==> src/rtl/spi_slave.sv <==
// SPI mode-0 responder: oversamples cs/sck/mosi in the clk domain, delivers received
// bytes on a strobe and shifts out bytes taken from a one-deep transmit holding register.
module spi_slave #(
    parameter int                DATA_N = 8,
    parameter logic [DATA_N-1:0] DUMMY  = 8'hFF
) (
    input  logic              clk,
    input  logic              n_reset,
    input  logic              cs,
    input  logic              sck,
    input  logic              mosi,
    output logic              miso,
    output logic              miso_oe,
    input  logic [DATA_N-1:0] tx_data,
    input  logic              tx_valid,
    output logic              tx_ready,
    output logic [DATA_N-1:0] rx_data,
    output logic              rx_valid,
    output logic              underrun
);

    localparam int             CNT_W    = (DATA_N > 2) ? $clog2(DATA_N) : 1;
    localparam logic [CNT_W-1:0] CNT_LAST = CNT_W'(DATA_N - 1);
    localparam logic [CNT_W-1:0] CNT_ZERO = CNT_W'(0);
    localparam logic [CNT_W-1:0] CNT_ONE  = CNT_W'(1);

    typedef enum logic [0:0] {IDLE = 1'b0, ACTIVE = 1'b1} state_t;

    state_t            state_r, state_nxt_s;
    logic              cs_meta_r, cs_sync_r, cs_prev_r;
    logic              sck_meta_r, sck_sync_r, sck_prev_r;
    logic              mosi_meta_r, mosi_sync_r;
    logic [1:0]        fill_r;
    logic              armed_r;
    logic              cs_fall_s, cs_rise_s, sck_rise_s, sck_fall_s;
    logic              load_s, shift_s, upd_s, abort_s, hs_s;
    logic [DATA_N-1:0] shift_r, shift_nxt_s, tx_byte_s, hold_r, rx_data_r;
    logic [CNT_W-1:0]  cnt_r;
    logic              pend_r, full_r, miso_r, miso_oe_r, rx_valid_r, underrun_r;

    // Input synchronizers, edge history and post-reset arming of cs fall detection
    always_ff @(posedge clk or negedge n_reset) begin
        if (!n_reset) begin
            cs_meta_r   <= 1'b1;
            cs_sync_r   <= 1'b1;
            cs_prev_r   <= 1'b1;
            sck_meta_r  <= 1'b0;
            sck_sync_r  <= 1'b0;
            sck_prev_r  <= 1'b0;
            mosi_meta_r <= 1'b0;
            mosi_sync_r <= 1'b0;
            fill_r      <= 2'b00;
            armed_r     <= 1'b0;
        end else begin
            cs_meta_r   <= cs;
            cs_sync_r   <= cs_meta_r;
            cs_prev_r   <= cs_sync_r;
            sck_meta_r  <= sck;
            sck_sync_r  <= sck_meta_r;
            sck_prev_r  <= sck_sync_r;
            mosi_meta_r <= mosi;
            mosi_sync_r <= mosi_meta_r;
            fill_r      <= {fill_r[0], 1'b1};
            // A cs already low at reset release must be seen high before a fall counts
            armed_r     <= armed_r | (fill_r[1] & cs_sync_r);
        end
    end

    assign cs_fall_s   = armed_r & cs_prev_r & ~cs_sync_r;
    assign cs_rise_s   = ~cs_prev_r & cs_sync_r;
    assign sck_rise_s  = ~sck_prev_r & sck_sync_r;
    assign sck_fall_s  = sck_prev_r & ~sck_sync_r;
    assign shift_nxt_s = {shift_r[DATA_N-2:0], mosi_sync_r};
    assign tx_byte_s   = full_r ? hold_r : DUMMY;
    assign hs_s        = tx_valid & ~full_r;

    // State register
    always_ff @(posedge clk or negedge n_reset) begin
        if (!n_reset) begin
            state_r <= IDLE;
        end else begin
            state_r <= state_nxt_s;
        end
    end

    // Next-state logic
    always_comb begin
        state_nxt_s = state_r;
        case (state_r)
            IDLE:    if (cs_fall_s) state_nxt_s = ACTIVE; else state_nxt_s = IDLE;
            ACTIVE:  if (cs_rise_s) state_nxt_s = IDLE;   else state_nxt_s = ACTIVE;
            default: state_nxt_s = IDLE;
        endcase
    end

    // Per-cycle datapath actions; cs rise wins over a coincident sck edge
    always_comb begin
        load_s  = 1'b0;
        shift_s = 1'b0;
        upd_s   = 1'b0;
        abort_s = 1'b0;
        case (state_r)
            IDLE: begin
                if (cs_fall_s) load_s = 1'b1; else load_s = 1'b0;
            end
            ACTIVE: begin
                if (cs_rise_s)                 abort_s = 1'b1;
                else if (sck_rise_s)           shift_s = 1'b1;
                else if (sck_fall_s && pend_r) load_s  = 1'b1;
                else if (sck_fall_s)           upd_s   = 1'b1;
                else                           abort_s = 1'b0;
            end
            default: abort_s = 1'b0;
        endcase
    end

    // Shift register, bit counter and registered serial/strobe outputs
    always_ff @(posedge clk or negedge n_reset) begin
        if (!n_reset) begin
            shift_r    <= {DATA_N{1'b0}};
            rx_data_r  <= {DATA_N{1'b0}};
            cnt_r      <= CNT_ZERO;
            pend_r     <= 1'b0;
            miso_r     <= 1'b1;
            miso_oe_r  <= 1'b0;
            rx_valid_r <= 1'b0;
            underrun_r <= 1'b0;
        end else begin
            rx_valid_r <= 1'b0;
            underrun_r <= 1'b0;
            miso_oe_r  <= (state_nxt_s == ACTIVE);
            if (load_s) begin
                shift_r    <= tx_byte_s;
                miso_r     <= tx_byte_s[DATA_N-1];
                underrun_r <= ~full_r;
                cnt_r      <= CNT_ZERO;
                pend_r     <= 1'b0;
            end else if (shift_s) begin
                shift_r <= shift_nxt_s;
                if (cnt_r == CNT_LAST) begin
                    cnt_r      <= CNT_ZERO;
                    rx_data_r  <= shift_nxt_s;
                    rx_valid_r <= 1'b1;
                    pend_r     <= 1'b1;
                end else begin
                    cnt_r <= cnt_r + CNT_ONE;
                end
            end else if (upd_s) begin
                miso_r <= shift_r[DATA_N-1];
            end else if (abort_s) begin
                cnt_r  <= CNT_ZERO;
                pend_r <= 1'b0;
                miso_r <= 1'b1;
            end
        end
    end

    // Transmit holding register; a same-cycle load takes the old (empty) contents
    always_ff @(posedge clk or negedge n_reset) begin
        if (!n_reset) begin
            hold_r <= {DATA_N{1'b0}};
            full_r <= 1'b0;
        end else if (hs_s) begin
            hold_r <= tx_data;
            full_r <= 1'b1;
        end else if (load_s) begin
            full_r <= 1'b0;
        end
    end

    assign miso     = miso_r;
    assign miso_oe  = miso_oe_r;
    assign tx_ready = ~full_r;
    assign rx_data  = rx_data_r;
    assign rx_valid = rx_valid_r;
    assign underrun = underrun_r;

endmodule

==> config.mk <==
export PLATFORM = sky130hd
export DESIGN_NAME = spi_slave
export DESIGN_NICKNAME = d
export VERILOG_FILES = /design/src/rtl/spi_slave.sv
export SDC_FILE = /design/constraint.sdc
export NUM_CORES = 1
export LEC_CHECK = 0
export CORE_MARGIN = 2
export CORE_UTILIZATION = 33
export DETAILED_ROUTE_END_ITERATION = 10
export PLACE_DENSITY = 0.6
export SYNTH_ARGS = -nofsm -noshare
export SYNTH_HDL_FRONTEND = slang
export SYNTH_SLANG_ARGS = --single-unit
==> constraint.sdc <==
create_clock -name clk -period 2.3 [get_ports clk]
set_clock_uncertainty 0.05 [all_clocks]
set_input_delay 0.23 -clock clk [delete_from_list [all_inputs] [get_ports clk]]
set_output_delay 0.23 -clock clk [all_outputs]
set_load 0.005 [all_outputs]
==> results of run 1 <==
==> power groups by stage <==
stage | Sequential [W] | Clock [W] | Combinational [W]
global route | 0.00109 | 0.000643 | 0.000460
finish | 0.00106 | 0.000591 | 0.000417
global placement | 0.00107 | 0 | 0.000403
floorplan | 0.00104 | 0 | 0.000301
CTS | 0.00106 | 0.000608 | 0.000424
detailed placement | 0.00108 | 0 | 0.000423
==> stage by stage <==
step,cell area [sq um],worst slack [ns]
floorplan,1790,0.739
global placement,2100,0.283
detailed placement,2100,0.176
CTS,2220,0.173
global route,2230,0.197
finish,2230,0.340
==> synth_stat cells (all sizes together), types with 3 or more instances <==
cell and count:
buf 5, dfrtp 40, nor2 4, mux2 16, nand2 6, inv 3, a21o 3, dfstp 4
a2bb2oi 7, a221o 5, a22o 3
==> metal layers <==
metal  GRT usage, %  wire (microns)  up-vias
met5              0               0        -
met1           14.3            1460      562
met3           2.79             120        5
met2           19.3            1600       30
li1               -               -      534
met4           6.07              64        0
==> sequential cells by signal, summed over array words and instances (netlist names), 2 cells and up <==
register / cells
fill_r: 2
shift_r: 8
hold_r: 8
rx_data: 8
cnt_r: 3
==> kinds of logic after synthesis <==
kind of cell | count (synthesis)
AO/OA/AOI/OAI | 29
buffers and inverters | 10
other | 1
AND/OR/NAND/NOR | 26
multiplexers | 16
flip-flops | 44
adder cells (fa/ha/maj) | 2
==> worst min path at each step <==
stage,end,slack [ns],depth (start not counted)
floorplan,armed_r$_DFF_PN0_,-0.12,0
global placement,miso_oe$_DFF_PN0_,0.14,1
detailed placement,armed_r$_DFF_PN0_,0.15,1
CTS,cs_meta_r$_DFF_PN1_,0.29,1
global route,cs_meta_r$_DFF_PN1_,0.28,1
finish,cs_meta_r$_DFF_PN1_,0.29,1
==> layout make-up <==
type | count | area share, %
inverter | 4 | 0.674
multi-input combinational | 74 | 27.7
timing repair buffer | 30 | 12.9
clock buffer | 5 | 3.09
tap | 70 | 3.93
sequential | 44 | 49.6
clock inverter | 3 | 2.08
==> worst max-delay path, delay by kind of cell, from the launching register on <==
kind / cells / cell delay [ns]
AND/OR/NAND/NOR: 3 / 0.85
multiplexers: 1 / 0.36
flip-flops: 1 / 0.58
==> repair_timing <==
item | in CTS | in global routing
hold buffers | 1 | 0
hold endpoints to repair | 15 | 0
resized for setup | 0 | 1
setup endpoints to repair | 0 | 1
==> results.py, run 1 <==
metrics = {
    "layout": {
        "final-instance-count-excl-fill": 230,
        "synthToLayoutAreaGrowth_pct": 24.8,
        "nets": 175,
        "fill_cells": 470,
        "drive_gt1_share_pct": 18.8,
        "seq_area_sq_um": 1110,
        "layout_common_cells": "dfrtp_1 (40), clkdlybuf4s50_1 (25), mux2_2 (8), mux2_1 (8), a2bb2oi_1 (7)",
        "n_antenna_cell": 0,
        "fin_util_pct": 43.1,
        "final_common_cell": "dfrtp_1",
        "multi_input_area_sq_um": 617,
    },
    "clock_network": {
        "root_buffer": "clkbuf_8",
        "cts_max_level": 2,
        "tritoncts": "yes",
        "clockBufferDepth": 2,
        "clock_sinks": 44,
        "insertion_delay_ns": 0.30,
        "post_cts_buffers": 0,
        "cts_buffers": 5,
        "clk_pin_slew_ns": 0.08,
    },
    "setup_path": {
        "r2r_start": "cs_prev_r$_DFF_PN1_",
        "cp-startpoint": "cs_prev_r$_DFF_PN1_",
        "worstReg2RegEnd": "rx_data[1]$_DFFE_PN0P_",
        "cpPeakStageDelay_ns": 0.58,
        "crit_path_cell_trace": "nor2b_1 > nor3b_4 > nand2_2 > mux2_1",
        "crit_arrival_ns": 2.09,
        "cp_max_fo": 12,
        "regToRegSetupSlack_ns": 0.34,
        "critPathSlowestCell": "dfstp_2",
        "critPathLaunchType": "flop",
        "criticalPathCategory": "flop to flop",
        "crit_path_end": "rx_data[1]$_DFFE_PN0P_",
        "endpoint_kind": "flop",
        "reg2reg_depth": 4,
        "worstPathRequired_ns": 2.43,
    },
    "timing": {
        "finalCritPeriodShare_pct": 85.2,
        "worst_pin_slew_ns": 0.502,
        "whs_ns": 0.292,
        "timing.slew.headroom_pct": 66.5,
        "period_needed_ns": 1.96,
        "fmax_ghz": 0.510,
        "rsz0062_at_grt": "false",
        "hold_violations": 0,
        "setup_tns_ns": 0,
        "setup_viol": 0,
        "maxSlewViolCount": 0,
    },
    "power_and_ir_drop": {
        "pwr-share-comb_pct": 20.1,
        "internal-power_w": 0.00153,
        "seqPwrFrac_pct": 51.4,
        "power_w": 0.00207,
        "ir_worst_vdd_mv": 0.343,
        "powerDensity_nw_per_um2": 930,
        "netSwitchingPower_w": 0.000540,
        "clockPowerShare_pct": 28.5,
        "p_leak_nw": 0.988,
        "swShare_pct": 26.1,
    },
    "synthesis": {
        "synth_area_leader_cell": "dfrtp_1",
        "syn-num-nets": 144,
        "synth_top_family_by_area": "compound AO/OA/AOI/OAI gates",
        "synth_compound_area_share_pct": 13.8,
        "syn_area_per_cell_sq_um": 13.9,
        "netlist_area_sq_um": 1790,
        "synth-xor-area-share_pct": 0,
        "synth_area_leaders": "dfrtp_1 (56%), dfstp_2 (5.9%), mux2_1 (5.0%), mux2_2 (5.0%), a2bb2oi_1 (3.4%)",
        "synthesis.instances": 128,
        "synth_warnings": 0,
        "async_flop_share_pct": 100,
        "netlist.area_leader.share_pct": 56.1,
        "synth-edff-count": 0,
        "synthMuxAreaShare_pct": 10.1,
        "ys_seq_area_share_pct": 61.9,
        "synth_ff_type": "dfrtp_1",
        "synth_cell_types": 37,
        "yosys.area_share.simple_pct": 8.69,
        "yosys.area_share.adder_pct": 1.40,
        "synth-seq-cells": 44,
    },
    "placed_design": {
        "port_buffers": 26,
        "dp_hpwl_mm": 2.46,
        "place_congestion": 0.723,
        "place_inst": 221,
    },
    "route": {
        "vias_per_cell": 4.92,
        "drt_first_iter_violations": 74,
        "drt.antenna.violating_nets": 0,
        "drtPass1Iterations": 4,
        "routedWlPerCell_microns": 14.1,
        "drcViolationCount": 0,
        "vias": 1131,
        "drt-total-wl_mm": 3.24,
    },
    "worst_hold_path": {
        "hp-start": "cs",
        "min_path_type": "primary input to flop",
    },
    "grt": {
        "overflow": 0,
        "grt_max_degree": 26,
        "grt_first_pass_wirelength_mm": 5.53,
        "antenna_found_initial": 0,
        "grt_usage_pct": 11.7,
        "grt_pass1_vias": 1176,
    },
    "floorplanning": {
        "fp.dieW_microns": 77.6,
        "core_area_sq_um": 5170,
        "io-pin-count": 27,
        "start_util_pct": 34.5,
        "rows": 26,
        "die_height_microns": 77.6,
        "die_area_sq_um": 6010,
    },
    "status": {
        "outcome": "finished, final reports clean",
    },
    "run": {
        "maxCapViolations": 0,
    },
}
(Power assumes the default switching activity.)
==> run 2: changes to the inputs <==
Settings changed: SLEW_MARGIN set to 20.
==> results of run 2 <==
No change in the layout: final DEF, timing and power equal those of run 1.
==> run 3: changes to the inputs <==
Settings changed: CTS_BUF_LIST set to sky130_fd_sc_hd__clkbuf_4 sky130_fd_sc_hd__clkbuf_8.
==> results of run 3 <==
No change in the layout: final DEF, timing and power equal those of run 1.
